### config.mk
export PLATFORM = sky130hd
export DESIGN_NAME = seq_alu_unit
export DESIGN_NICKNAME = d
export VERILOG_FILES = /design/src/rtl/seq_alu_unit.sv
export SDC_FILE = /design/constraint.sdc
export NUM_CORES = 1
export LEC_CHECK = 0
export CAP_MARGIN = 20
export CORE_MARGIN = 2
export CORE_UTILIZATION = 30
export DETAILED_ROUTE_END_ITERATION = 7
export SETUP_SLACK_MARGIN = 0.05
export SKIP_CTS_REPAIR_TIMING = 1
export SYNTH_ARGS = -nofsm -noshare
export SYNTH_HDL_FRONTEND = slang
export SYNTH_SLANG_ARGS = --single-unit
### constraint.sdc
create_clock -name clk -period 4.35 [get_ports clk]
set_clock_uncertainty 0.15 [all_clocks]
set_input_delay 1.0875 -clock clk [delete_from_list [all_inputs] [get_ports clk]]
set_output_delay 1.0875 -clock clk [all_outputs]
set_load 0.005 [all_outputs]
### src/rtl/seq_alu_unit.sv
// seq_alu_unit: multi-cycle signed ALU with one-cycle add/sub, shift-add mul and restoring div.
// Optional macro SEQ_ALU_SIGNED_DIV_EN enables signed division; the default build divides unsigned operands only.

module seq_alu_unit #(
  parameter int WIDTH = 6
) (
  input  logic               clk,
  input  logic               rst,
  input  logic               start,
  input  logic [1:0]         func,
  input  logic [WIDTH-1:0]   a,
  input  logic [WIDTH-1:0]   b,
  output logic               busy,
  output logic               done,
  output logic [2*WIDTH-1:0] out,
  output logic               overflow,
  output logic               err
);

  localparam int W2 = 2 * WIDTH;
  localparam int CW = (WIDTH > 1) ? $clog2(WIDTH) : 1;
  localparam logic [CW-1:0] LAST_ITER = CW'(WIDTH - 1);

  typedef enum logic [1:0] {
    IDLE   = 2'd0,
    CALC   = 2'd1,
    FINISH = 2'd2
  } state_t;

  function automatic logic [WIDTH-1:0] negate(input logic [WIDTH-1:0] v);
    negate = ~v + {{(WIDTH-1){1'b0}}, 1'b1};
  endfunction

  // Unsigned magnitude; the most negative value maps onto its own bit pattern (-32 -> 32).
  function automatic logic [WIDTH-1:0] magnitude(input logic [WIDTH-1:0] v);
    if (v[WIDTH-1]) begin
      magnitude = negate(v);
    end else begin
      magnitude = v;
    end
  endfunction

  state_t           state_r;
  logic [1:0]       func_r;
  logic [WIDTH-1:0] a_r;
  logic [WIDTH-1:0] b_r;
  logic             neg_r;
  logic [CW-1:0]    cnt_r;
  logic [W2-1:0]    acc_r;
  logic [W2-1:0]    mcand_r;
  logic [WIDTH-1:0] mplier_r;
  logic [WIDTH-1:0] divisor_r;
  logic [WIDTH-1:0] rem_r;
  logic [WIDTH-1:0] quot_r;

  logic [WIDTH:0]   arith_s;
  logic [WIDTH:0]   rem_shift_s;
  logic             rem_ge_s;
  logic [WIDTH-1:0] rem_next_s;
  logic [W2-1:0]    fin_out_s;
  logic             fin_ovf_s;
  logic             fin_err_s;

  // Add/sub datapath and one restoring-division step (quot_r starts as the dividend and fills with quotient bits).
  always_comb begin
    arith_s     = '0;
    rem_next_s  = '0;
    if (func_r[0]) begin
      arith_s = {a_r[WIDTH-1], a_r} - {b_r[WIDTH-1], b_r};
    end else begin
      arith_s = {a_r[WIDTH-1], a_r} + {b_r[WIDTH-1], b_r};
    end
    rem_shift_s = {rem_r, quot_r[WIDTH-1]};
    rem_ge_s    = (rem_shift_s >= {1'b0, divisor_r});
    if (rem_ge_s) begin
      rem_next_s = WIDTH'(rem_shift_s - {1'b0, divisor_r});
    end else begin
      rem_next_s = rem_shift_s[WIDTH-1:0];
    end
  end

  // Result, overflow and error values latched on the FINISH cycle.
  always_comb begin
    fin_out_s = '0;
    fin_ovf_s = 1'b0;
    fin_err_s = 1'b0;
    case (func_r)
      2'b00, 2'b01: begin
        fin_out_s = {{WIDTH{arith_s[WIDTH-1]}}, arith_s[WIDTH-1:0]};
        fin_ovf_s = arith_s[WIDTH] ^ arith_s[WIDTH-1];
      end
      2'b10: begin
        if (neg_r) begin
          fin_out_s = ~acc_r + {{(W2-1){1'b0}}, 1'b1};
        end else begin
          fin_out_s = acc_r;
        end
      end
      2'b11: begin
        if (b_r == '0) begin
          fin_out_s = {{WIDTH{1'b1}}, a_r};
          fin_err_s = 1'b1;
        end else begin
`ifdef SEQ_ALU_SIGNED_DIV_EN
          fin_out_s = {(neg_r ? negate(quot_r) : quot_r),
                       (a_r[WIDTH-1] ? negate(rem_r) : rem_r)};
          // Only most-negative / -1 overflows the quotient.
          fin_err_s = (a_r == {1'b1, {(WIDTH-1){1'b0}}}) && (b_r == {WIDTH{1'b1}});
`else
          if (a_r[WIDTH-1] || b_r[WIDTH-1]) begin
            fin_out_s = '0;
            fin_err_s = 1'b1;
          end else begin
            fin_out_s = {quot_r, rem_r};
            fin_err_s = 1'b0;
          end
`endif
        end
      end
      default: begin
        fin_out_s = '0;
      end
    endcase
  end

  // Control FSM, operand capture, iteration registers and registered outputs.
  always_ff @(posedge clk) begin
    if (rst) begin
      state_r   <= IDLE;
      busy      <= 1'b0;
      done      <= 1'b0;
      out       <= '0;
      overflow  <= 1'b0;
      err       <= 1'b0;
      func_r    <= 2'b00;
      a_r       <= '0;
      b_r       <= '0;
      neg_r     <= 1'b0;
      cnt_r     <= '0;
      acc_r     <= '0;
      mcand_r   <= '0;
      mplier_r  <= '0;
      divisor_r <= '0;
      rem_r     <= '0;
      quot_r    <= '0;
    end else begin
      case (state_r)
        IDLE: begin
          done <= 1'b0;
          // busy still high here means this is the done cycle, so start is dropped.
          if (start && !busy) begin
            busy      <= 1'b1;
            func_r    <= func;
            a_r       <= a;
            b_r       <= b;
            neg_r     <= a[WIDTH-1] ^ b[WIDTH-1];
            cnt_r     <= '0;
            acc_r     <= '0;
            mcand_r   <= {{WIDTH{1'b0}}, magnitude(a)};
            mplier_r  <= magnitude(b);
            divisor_r <= magnitude(b);
            rem_r     <= '0;
            quot_r    <= magnitude(a);
            state_r   <= func[1] ? CALC : FINISH;
          end else begin
            busy <= 1'b0;
          end
        end
        CALC: begin
          acc_r    <= acc_r + (mplier_r[0] ? mcand_r : {W2{1'b0}});
          mcand_r  <= {mcand_r[W2-2:0], 1'b0};
          mplier_r <= {1'b0, mplier_r[WIDTH-1:1]};
          rem_r    <= rem_next_s;
          quot_r   <= {quot_r[WIDTH-2:0], rem_ge_s};
          cnt_r    <= cnt_r + {{(CW-1){1'b0}}, 1'b1};
          if (cnt_r == LAST_ITER) begin
            state_r <= FINISH;
          end
        end
        FINISH: begin
          out      <= fin_out_s;
          overflow <= fin_ovf_s;
          err      <= fin_err_s;
          done     <= 1'b1;
          state_r  <= IDLE;
        end
        default: begin
          state_r <= IDLE;
        end
      endcase
    end
  end

endmodule

==> results of run 1 <==
-- through the flow --
step	instances	instance area, um2	setup WS (ps)	hold slack (ps)
floorplan	658	5010	1680	286
CTS	894	5830	1300	305
global route	894	5830	1030	326
global placement	878	5500	1190	293
detailed placement	878	5500	1160	297
finish	894	5830	1320	303
-- cells in the mapped netlist (2+ instances only) --
| cell type | number | area, um2 |
|---|---|---|
| nor3b_1 | 5 | 37.5 |
| a211oi_1 | 12 | 90.1 |
| dfxtp_1 | 83 | 1660 |
| o2111ai_1 | 3 | 26.3 |
| and3_1 | 2 | 12.5 |
| nand3b_1 | 5 | 37.5 |
| o21ai_0 | 25 | 125 |
| nor2b_1 | 6 | 37.5 |
| or4_1 | 5 | 37.5 |
| a21oi_1 | 70 | 350 |
| clkbuf_1 | 32 | 120 |
| buf_1 | 2 | 7.51 |
| or4b_1 | 2 | 20.0 |
| o221ai_1 | 3 | 26.3 |
| nor4b_1 | 2 | 17.5 |
| o21ai_1 | 2 | 10.0 |
| a32o_1 | 3 | 30.0 |
| buf_2 | 4 | 20.0 |
| nand2b_1 | 9 | 56.3 |
| xnor2_1 | 21 | 184 |
| nand2_1 | 104 | 390 |
| or2_2 | 6 | 37.5 |
| nor3_1 | 15 | 75.1 |
| or3_1 | 7 | 43.8 |
| a31oi_1 | 17 | 106 |
| nor2_1 | 51 | 191 |
| xor2_1 | 8 | 70.1 |
| nand3_1 | 23 | 115 |
| o31ai_1 | 5 | 37.5 |
| o211ai_1 | 5 | 37.5 |
| inv_1 | 31 | 116 |
| o21a_1 | 4 | 30.0 |
| and2_1 | 12 | 75.1 |
| a21o_1 | 4 | 30.0 |
| nand4b_1 | 4 | 35.0 |
| fa_1 | 3 | 60.1 |
| ha_1 | 29 | 363 |
| nand4_1 | 6 | 37.5 |
| mux2i_1 | 3 | 30.0 |
| a22oi_1 | 5 | 37.5 |
| o22ai_1 | 4 | 25.0 |
-- registers in the layout, summed over array words and instances, names as in the netlist --
signal	count
a_r	6
overflow	1
err	1
acc_r	12
busy	1
neg_r	1
divisor_r	5
mcand_r	12
func_r	2
done	1
out	12
b_r	6
rem_r	6
cnt_r	3
mplier_r	6
quot_r	6
state_r	2
-- metal layers --
metal	vias to the layer above	GRT usage (%)	wire length, um
li1	2336	-	-
met4	0	5.97	268
met3	16	3.31	600
met5	-	0	0
met2	75	22.6	5500
met1	2091	21.8	6720
-- power groups by stage --
stage          Combinational (mW)  Sequential [mW]  Clock, mW
2_1_floorplan               0.370            0.845          0
3_3_place_gp                0.470            0.874          0
3_5_place_dp                0.469            0.873          0
4_1_cts                     0.474            0.857      0.855
5_1_grt                     0.534            0.864      0.889
6_report                    0.473            0.857      0.844
-- kinds of logic after synthesis --
family,share of synthesized area (%)
AO/OA/AOI/OAI,21.1
AND/OR/NAND/NOR,25.9
XOR/XNOR,5.07
flip-flops,33.2
adder cells (fa/ha/maj),8.44
buffers and inverters,5.50
multiplexers,0.824
-- area by class of cell --
type	count	area [um2]	area share, %
Timing Repair Buffer	39	368	6.31
Inverter	31	116	2.00
Tap cell	220	275	4.72
Sequential cell	83	1660	28.5
Multi-Input combinational cell	505	3080	52.8
Clock buffer	12	256	4.40
Clock inverter	4	72.6	1.24
-- how the worst min path moves through the flow --
stage	start	to	slack, ps	depth (start not counted)
after floorplan	divisor_r[2]	divisor_r[2]	290	2
after global placement	divisor_r[2]	divisor_r[2]	290	2
after detailed placement	divisor_r[2]	divisor_r[2]	300	2
after CTS	divisor_r[2]	divisor_r[2]	310	2
after global routing	divisor_r[5]	divisor_r[5]	330	2
final	divisor_r[3]	divisor_r[3]	300	2
-- worst max-delay path, cell delays in order, from the launching register on --
cell and delay [ps]:
dfxtp_1 490, inv_1 80, ha_1 290, mux2_2 300, inv_1 70, ha_1 210
nor2b_1 140, o2111ai_1 250, nand3b_1 140, xnor2_1 160, a21oi_1 470, a211oi_1 140
==> metrics.md, run 1 <==
| Metric | Value |
|---|---|
| Status | `finished clean` |
| Global-route wire length before repair | `21800 um` |
| Synthesized instance count | `658` |
| 1st-pass router iterations | `4` |
| Clock buffers created by TritonCTS | `9` |
| Pin count of the biggest net entering global routing | `54` |
| Final Core Density | `35.4%` |
| Crit. End Element | `flip-flop` |
| Max IR drop VDD | `0.205 mV` |
| Most frequent cells in the layout | `nand2_1 (104), dfxtp_1 (83), a21oi_1 (70)` |
| Avg WL per Cell | `14.6 um` |
| Period utilisation layout | `69.6%` |
| Worst EP required | `4400 ps` |
| Syn Std Cell Area | `0.00501 mm2` |
| RSZ-0062 raised after global routing | `no` |
| Share of layout cells above drive strength 1 | `5.34%` |
| Reg2reg path depth | `11` |
| DRC viols | `0` |
| Effective utilization at floorplan | `30.4%` |
| Async S/R FF share, synth | `0%` |
| HP Class | `reg2reg` |
| Avg Inst Size Synth | `7.61 um2` |
| Cell area power density | `373 mW/mm2` |
| Most common cell after layout, fill and taps aside | `nand2_1` |
| Layout area overhead | `16.4%` |
| Clk Latency, worst-skew pair | `350 ps` |
| Crit Path Class | `reg2reg` |
| FF-to-FF Start | `b_r[0]` |
| Placement Rows | `47` |
| Worst-path maximum fanout | `7` |
| Setup_tns | `0 ps` |
| Placer congestion estimate | `0.820` |
| Number of global-route vias before repair | `4243` |
| FILL cells | `1720` |
| Total GRT Usage | `15.3%` |
| Die Ht | `133 um` |
| CP startpoint kind | `flip-flop` |
| Post-synthesis sequential element count | `83` |
| Gr ovfl total | `0` |
| Register share of total power | `39.4%` |
| Total power | `2.17 mW` |
| Die area | `0.0177 mm2` |
| Worst EP arrival | `3080 ps` |
| Maximum clock rate | `0.330 GHz` |
| Vias/cell | `5.05` |
| Final antenna-violating net count | `0` |
| Initial antenna violation count | `0` |
| Number of synthesized flops with an enable pin | `0` |
| Clock group share of total power | `38.8%` |
| Internal power | `1.54 mW` |
| Die X | `133 um` |
| Final WL | `13100 um` |
| Hold Vio Cnt, Final | `0` |
| Tmin final | `3030 ps` |
| CTS H-tree lvls | `3` |
| Clock sink total | `83` |
| Ant. Diodes | `0` |
| Predominant post-synthesis flop cell | `dfxtp_1` |
| Starting DRC count in detailed routing | `354` |
| Sequential-to-total area share from yosys stat | `33.2%` |
| Max transition margin | `40.7%` |
| Mapped Nets | `707` |
| Num ports | `33` |
| CTS tree | `yes` |
| Vias | `4518` |
| Clock root cell | `clkbuf_16` |
| Nets | `718` |
| Max Root-Sink Buffers | `2` |
| Crit path launch | `b_r[0]` |
| Synth warn | `0` |
| DPL Wire Length | `9630 um` |
| Static leakage | `2.15 nW` |
| # Max-Cap Violations | `0` |
| Combinational Power Share | `21.8%` |
| FF-to-FF setup slack | `1320 ps` |
| RR Endpoint | `out[10]` |
| Max-slew violation count | `0` |
| Post-synthesis cell type count | `57` |
| Switching share of power | `29.4%` |
| Worst Setup EP | `out[10]` |
| Core area | `0.0165 mm2` |
| NetSw | `639 uW` |
| Count of input and output buffers | `32` |
| Slew of the pin with the lowest slew margin | `889 ps` |
| Clk slew on worst S/H paths | `60 ps` |
| Setup violators final | `0` |
Power figures use the tool's default switching activity.
==> run 2: changes to the inputs <==
==> constraint.sdc (replaced) <==
create_clock -name clk -period 3.1 [get_ports clk]
set_clock_uncertainty 0.15 [all_clocks]
set_input_delay 0.775 -clock clk [delete_from_list [all_inputs] [get_ports clk]]
set_output_delay 0.775 -clock clk [all_outputs]
set_load 0.005 [all_outputs]
==> run 2 against run 1 <==
First-iteration DRC count rose by 6.5%. Setup slack got worse by 990 ps. Sequential share of layout area decreased by 0.39 points. Highest routed layer unchanged. Via count grew 2.3%.
==> metrics.md, run 2 (synthesized netlist as in run 1, its figures left out) <==
| Metric | Value |
|---|---|
| Period utilisation layout | `89.4% (was 69.6%)` |
| Vias/cell | `5.12 (was 5.05)` |
| Vias | `4624 (was 4518)` |
| Worst path max stage delay | `470 ps (was 490 ps)` |
| Max transition margin | `41.0% (was 40.7%)` |
| Worst EP required | `3220 ps (was 4400 ps)` |
| PnR worst setup slack | `329 ps (was 1320 ps)` |
| 1st-pass router iterations | `5 (was 4)` |
| Clk slew on worst S/H paths | `60 ps (about the same)` |
| Gr ovfl total | `0 (unchanged)` |
| Worst EP arrival | `2890 ps (was 3080 ps)` |
| Starting DRC count in detailed routing | `377 (was 354)` |
| Clk Latency, worst-skew pair | `350 ps (about the same)` |
| Share of layout cells above drive strength 1 | `6.88% (was 5.34%)` |
| Status | `finished clean (unchanged)` |
| Hold Vio Cnt, Final | `0 (unchanged)` |
| Final Core Density | `35.9% (was 35.4%)` |
| Maximum clock rate | `0.361 GHz (was 0.330 GHz)` |
| Most frequent cells in the layout | `nand2_1 (104), dfxtp_1 (83), a21oi_1 (70) (unchanged)` |
| Slew of the pin with the lowest slew margin | `883 ps (was 889 ps)` |
| Global-route wire length before repair | `22000 um (was 21800 um)` |
| Clock buffers created by TritonCTS | `9 (unchanged)` |
| CP startpoint kind | `flip-flop (unchanged)` |
| RSZ-0062 raised after global routing | `no (unchanged)` |
| Placement Rows | `47 (unchanged)` |
| DRC viols | `0 (unchanged)` |
| Placed cell count | `887 (was 878)` |
| Total power | `3.09 mW (was 2.17 mW)` |
| Setup_tns | `0 ps (unchanged)` |
| Layout area overhead | `18.0% (was 16.4%)` |
| Static leakage | `2.19 nW (was 2.15 nW)` |
| Pre-CTS setup slack | `194 ps (was 1160 ps)` |
| Initial antenna violation count | `0 (unchanged)` |
| # Max-Cap Violations | `0 (unchanged)` |
| HP Class | `reg2reg (unchanged)` |
| Num ports | `33 (unchanged)` |
| Number of global-route vias before repair | `4316 (was 4243)` |
| Placer congestion estimate | `0.878 (was 0.820)` |
| Max Root-Sink Buffers | `2 (unchanged)` |
| Setup violators final | `0 (unchanged)` |
| Clock sink total | `83 (unchanged)` |
| Die area | `0.0177 mm2 (unchanged)` |
| Die X | `133 um (unchanged)` |
| Largest registers | `acc_r (12), mcand_r (12), out (12) (unchanged)` |
| Pin count of the biggest net entering global routing | `44 (was 54)` |
| Final WL | `13400 um (was 13100 um)` |
| Max-slew violation count | `0 (unchanged)` |
| Effective utilization at floorplan | `30.4% (unchanged)` |
| Max IR drop VDD | `0.249 mV (was 0.205 mV)` |
| Clock root cell | `clkbuf_16 (unchanged)` |
| Count of input and output buffers | `32 (unchanged)` |
| Crit path max-delay cell type | `dfxtp_1 (unchanged)` |
| CTS tree | `yes (unchanged)` |
| Crit. End Element | `flip-flop (unchanged)` |
| Nets | `727 (was 718)` |
| DPL Wire Length | `9930 um (was 9630 um)` |
| Critical path cell sequence | `inv_1 > ha_1 > mux2_2 > inv_1 > ha_1 > nor2b_1 > o2111ai_1 > nand3b_1 > xnor2_1 > a21oi_1 > buf_4 > a211oi_1 (was inv_1 > ha_1 > mux2_2 > inv_1 > ha_1 > nor2b_1 > o2111ai_1 > nand3b_1 > xnor2_1 > a21oi_1 > a211oi_1)` |
| Most common cell after layout, fill and taps aside | `nand2_1 (unchanged)` |
| Die Ht | `133 um (unchanged)` |
| Avg WL per Cell | `14.8 um (was 14.6 um)` |
| CTS H-tree lvls | `3 (unchanged)` |
| Final antenna-violating net count | `0 (unchanged)` |
| Crit Path Class | `reg2reg (unchanged)` |
| Tmin final | `2770 ps (was 3030 ps)` |
| Cell area power density | `523 mW/mm2 (was 373 mW/mm2)` |
| Core area | `0.0165 mm2 (unchanged)` |
| Fin cells | `903 (was 894)` |
| Worst-path maximum fanout | `7 (unchanged)` |
| Total GRT Usage | `15.6% (was 15.3%)` |
| Ant. Diodes | `0 (unchanged)` |
## run 2: worst max-delay path, delay by kind of cell, from the launching register on
| family | cells | cell delay (ps) |
|---|---|---|
| AO/OA/AOI/OAI | 3 | 510 |
| XOR/XNOR | 1 | 180 |
| adder cells (fa/ha/maj) | 2 | 500 |
| buffers and inverters | 3 | 320 |
| flip-flops | 1 | 470 |
| multiplexers | 1 | 290 |
| AND/OR/NAND/NOR | 2 | 280 |
## run 2: layout make-up
type | count | area [um2]
fill | 1745 | 10600
multi-input combinational | 505 | 3090
sequential | 83 | 1660
timing repair buffer | 48 | 435
tap | 220 | 275
clock buffer | 11 | 253
inverter | 31 | 116
clock inverter | 5 | 83.8
## run 2: layer usage
layer	wire, um	global-route usage [%]	vias to the layer above
met5	0	0	-
met2	5630	23.4	121
met3	775	2.55	14
li1	-	-	2364
met1	6720	22.2	2125
met4	251	6.62	0
## run 2: path summary, 6_finish.rpt
kind          start      to  slack, ps  cells after the start
max          b_r[0]  out[7]        330                     12
min            done    done        300                      2
max reg2reg  b_r[0]  out[7]        330                     12
min reg2reg    done    done        300                      2
## run 2: metrics by stage
stage | area, um2 | hold slack, ps
floorplan | 5010 | 286
global placement | 5570 | 294
detailed placement | 5570 | 300
CTS | 5910 | 308
global route | 5910 | 343
finish | 5910 | 302
## run 2: power by group
| group | leakage [nW] | internal (mW) | switching, mW |
|---|---|---|---|
| sequential | 0.675 | 1.13 | 0.0701 |
| clock | 0.158 | 0.752 | 0.453 |
| combinational | 1.36 | 0.290 | 0.399 |
==> run 3: changes to the inputs <==
--- a/config.mk
+++ b/config.mk
@@ -9,6 +9,8 @@
 export CORE_MARGIN = 2
 export CORE_UTILIZATION = 30
 export DETAILED_ROUTE_END_ITERATION = 7
+export DONT_BUFFER_PORTS = 1
+export RECOVER_POWER = 25
 export SETUP_SLACK_MARGIN = 0.05
 export SKIP_CTS_REPAIR_TIMING = 1
 export SYNTH_ARGS = -nofsm -noshare
==> run 3 against run 2 <==
Critical path depth fell by 3. Global-route usage decreased by 0.64 points. Register-to-register slack hardly changed. Clock power fell by 22%. Combinational power fell by 12%. Sequential cell count unchanged. Clock-buffer cell count fell by 1. Power decreased by 11%. Wire length decreased by 3.7%. Sequential power hardly changed. First-iteration DRC count rose by 4.0%. Critical endpoint is now out[4]. Largest cell class unchanged.
==> metrics.md, run 3 (synthesized netlist as in run 1, its figures left out) <==
| Metric | Value |
|---|---|
| Status | `finished clean (unchanged)` |
| Crit. End Element | `flip-flop (unchanged)` |
| Max Root-Sink Buffers | `2 (unchanged)` |
| Die Ht | `133 um (unchanged)` |
| DPL Wire Length | `9470 um (was 9930 um)` |
| Clock buffers created by TritonCTS | `9 (unchanged)` |
| FF-to-FF setup slack | `340 ps (was 330 ps)` |
| Global-route wire length before repair | `21300 um (was 22000 um)` |
| RSZ-0062 raised after global routing | `no (unchanged)` |
| Core area | `0.0165 mm2 (unchanged)` |
| Buf+Inv Stages, Crit Path | `1 (was 3)` |
| Max-slew violation count | `0 (unchanged)` |
| Vias | `4419 (was 4624)` |
| Initial antenna violation count | `0 (unchanged)` |
| CTS H-tree lvls | `3 (unchanged)` |
| Starting DRC count in detailed routing | `392 (was 377)` |
| Setup_tns | `0 ps (unchanged)` |
| Pre-CTS setup slack | `248 ps (was 194 ps)` |
| Die area | `0.0177 mm2 (unchanged)` |
| Crit path max-delay family | `adder cells (was compound AO/OA/AOI/OAI gates)` |
| Share of layout cells above drive strength 1 | `5.44% (was 6.88%)` |
| HP Class | `reg2reg (unchanged)` |
| Effective utilization at floorplan | `30.4% (unchanged)` |
| Final Core Density | `33.1% (was 35.9%)` |
| Most common cell after layout, fill and taps aside | `nand2_1 (unchanged)` |
| Total GRT Usage | `15.0% (was 15.6%)` |
| Setup violators final | `0 (unchanged)` |
| Worst-path maximum fanout | `5 (was 7)` |
| Placer congestion estimate | `0.859 (was 0.878)` |
| Hold Vio Cnt, Final | `0 (unchanged)` |
| FILL cells | `1781 (was 1745)` |
| Clk slew on worst S/H paths | `60 ps (about the same)` |
| Cell area power density | `505 mW/mm2 (was 523 mW/mm2)` |
| 1st-pass router iterations | `7 (was 5)` |
| Largest registers | `acc_r (12), mcand_r (12), out (12) (unchanged)` |
| CP startpoint kind | `flip-flop (unchanged)` |
| Clock sink total | `83 (unchanged)` |
| Count of input and output buffers | `0 (was 32)` |
| Post-DP Area | `0.00521 mm2 (was 0.00557 mm2)` |
| Vias/cell | `5.12 (about the same)` |
| PnR worst setup slack | `339 ps (was 329 ps)` |
| FF-to-FF Start | `b_r[0] (unchanged)` |
| CTS tree | `yes (unchanged)` |
| Crit Path Class | `reg2reg (unchanged)` |
| Number of global-route vias before repair | `4077 (was 4316)` |
| Avg WL per Cell | `14.9 um (was 14.8 um)` |
| Clock root cell | `clkbuf_16 (unchanged)` |
| Critical path cell sequence | `inv_1 > ha_1 > mux2_2 > fa_1 > nand2b_1 > a21oi_1 > a211oi_1 > a2111oi_0 > nor3_1 (was inv_1 > ha_1 > mux2_2 > inv_1 > ha_1 > nor2b_1 > o2111ai_1 > nand3b_1 > xnor2_1 > a21oi_1 > buf_4 > a211oi_1)` |
| Period utilisation layout | `89.1% (was 89.4%)` |
| Worst EP arrival | `2820 ps (was 2890 ps)` |
| Num ports | `33 (unchanged)` |
| Static leakage | `2.01 nW (was 2.19 nW)` |
| # Max-Cap Violations | `0 (unchanged)` |
| Clk Latency, worst-skew pair | `340 ps (was 350 ps)` |
| Crit path launch | `b_r[0] (unchanged)` |
| Worst EP required | `3160 ps (was 3220 ps)` |
| Gr ovfl total | `0 (unchanged)` |
| Maximum clock rate | `0.362 GHz (was 0.361 GHz)` |
| Hold Crit Start | `divisor_r[3] (was done)` |
| Slew of the pin with the lowest slew margin | `1110 ps (was 883 ps)` |
| Crit path max-delay cell type | `fa_1 (was dfxtp_1)` |
| Placement Rows | `47 (unchanged)` |
| DRC viols | `0 (unchanged)` |
| Final antenna-violating net count | `0 (unchanged)` |
| Max IR drop VDD | `0.228 mV (was 0.249 mV)` |
| Most frequent cells in the layout | `nand2_1 (104), dfxtp_1 (83), a21oi_1 (69) (was nand2_1 (104), dfxtp_1 (83), a21oi_1 (70))` |
| Nets | `689 (was 727)` |
| Worst path max stage delay | `460 ps (was 470 ps)` |
| Pin count of the biggest net entering global routing | `83 (was 44)` |
| Final WL | `12900 um (was 13400 um)` |
| Ant. Diodes | `0 (unchanged)` |
| Fin area | `0.00545 mm2 (was 0.00591 mm2)` |
| Tmin final | `2760 ps (was 2770 ps)` |
| Max transition margin | `26.2% (was 41.0%)` |
| Die X | `133 um (unchanged)` |
| Layout area overhead | `8.87% (was 18.0%)` |
==> run 3: changes by cell type in the layout (fill, tap and decap cells not counted), sizes merged <==
| cell | previous run | this run |
|---|---|---|
| inv | 32 | 31 |
| bufinv | 2 | 0 |
| buf | 17 | 9 |
| clkdlybuf4s50 | 31 | 0 |
| clkinv | 0 | 4 |
| clkinvlp | 2 | 0 |
==> run 3: area by class of cell <==
cell class                 instances  area, um2  share of cell area, %
sequential                        83       1660                   30.5
inverter                          31        116                   2.13
clock buffer                      10        229                   4.20
timing repair buffer              10       71.3                   1.31
tap                              220        275                   5.05
multi-input combinational        505       3080                   56.5
clock inverter                     4       20.0                  0.367
==> run 3: metrics by stage <==
step                power, mW  hold WS (ps)  instances
finish                   2.75           301        863
global route             2.91           325        863
CTS                      2.77           302        863
detailed placement       1.83           293        849
global placement         1.82           291        849
floorplan                1.71           286        658
==> run 3: per-layer routing <==
layer	GRT usage [%]	wire, um	up-vias
li1	-	-	2286
met1	21.1	6400	2030
met2	22.4	5620	93
met3	3.84	744	10
met4	4.73	125	0
met5	0	0	-
==> run 3: path summary, 6_finish.rpt <==
kind                   to  cells past startpoint
min reg2reg  divisor_r[3]                      2
min          divisor_r[3]                      2
max                out[4]                      9
max reg2reg        out[4]                      9
==> run 3: power breakdown <==
part	leakage (nW)	switching, mW	internal (mW)
logic	1.20	0.360	0.244
clock network	0.128	0.417	0.528
registers	0.675	0.0748	1.13
==> run 3: tightest hold or removal path, cell delays in order (launching register included) <==
cell and delay, ps:
dfxtp_1 310, nand2_1 50, a21oi_1 50
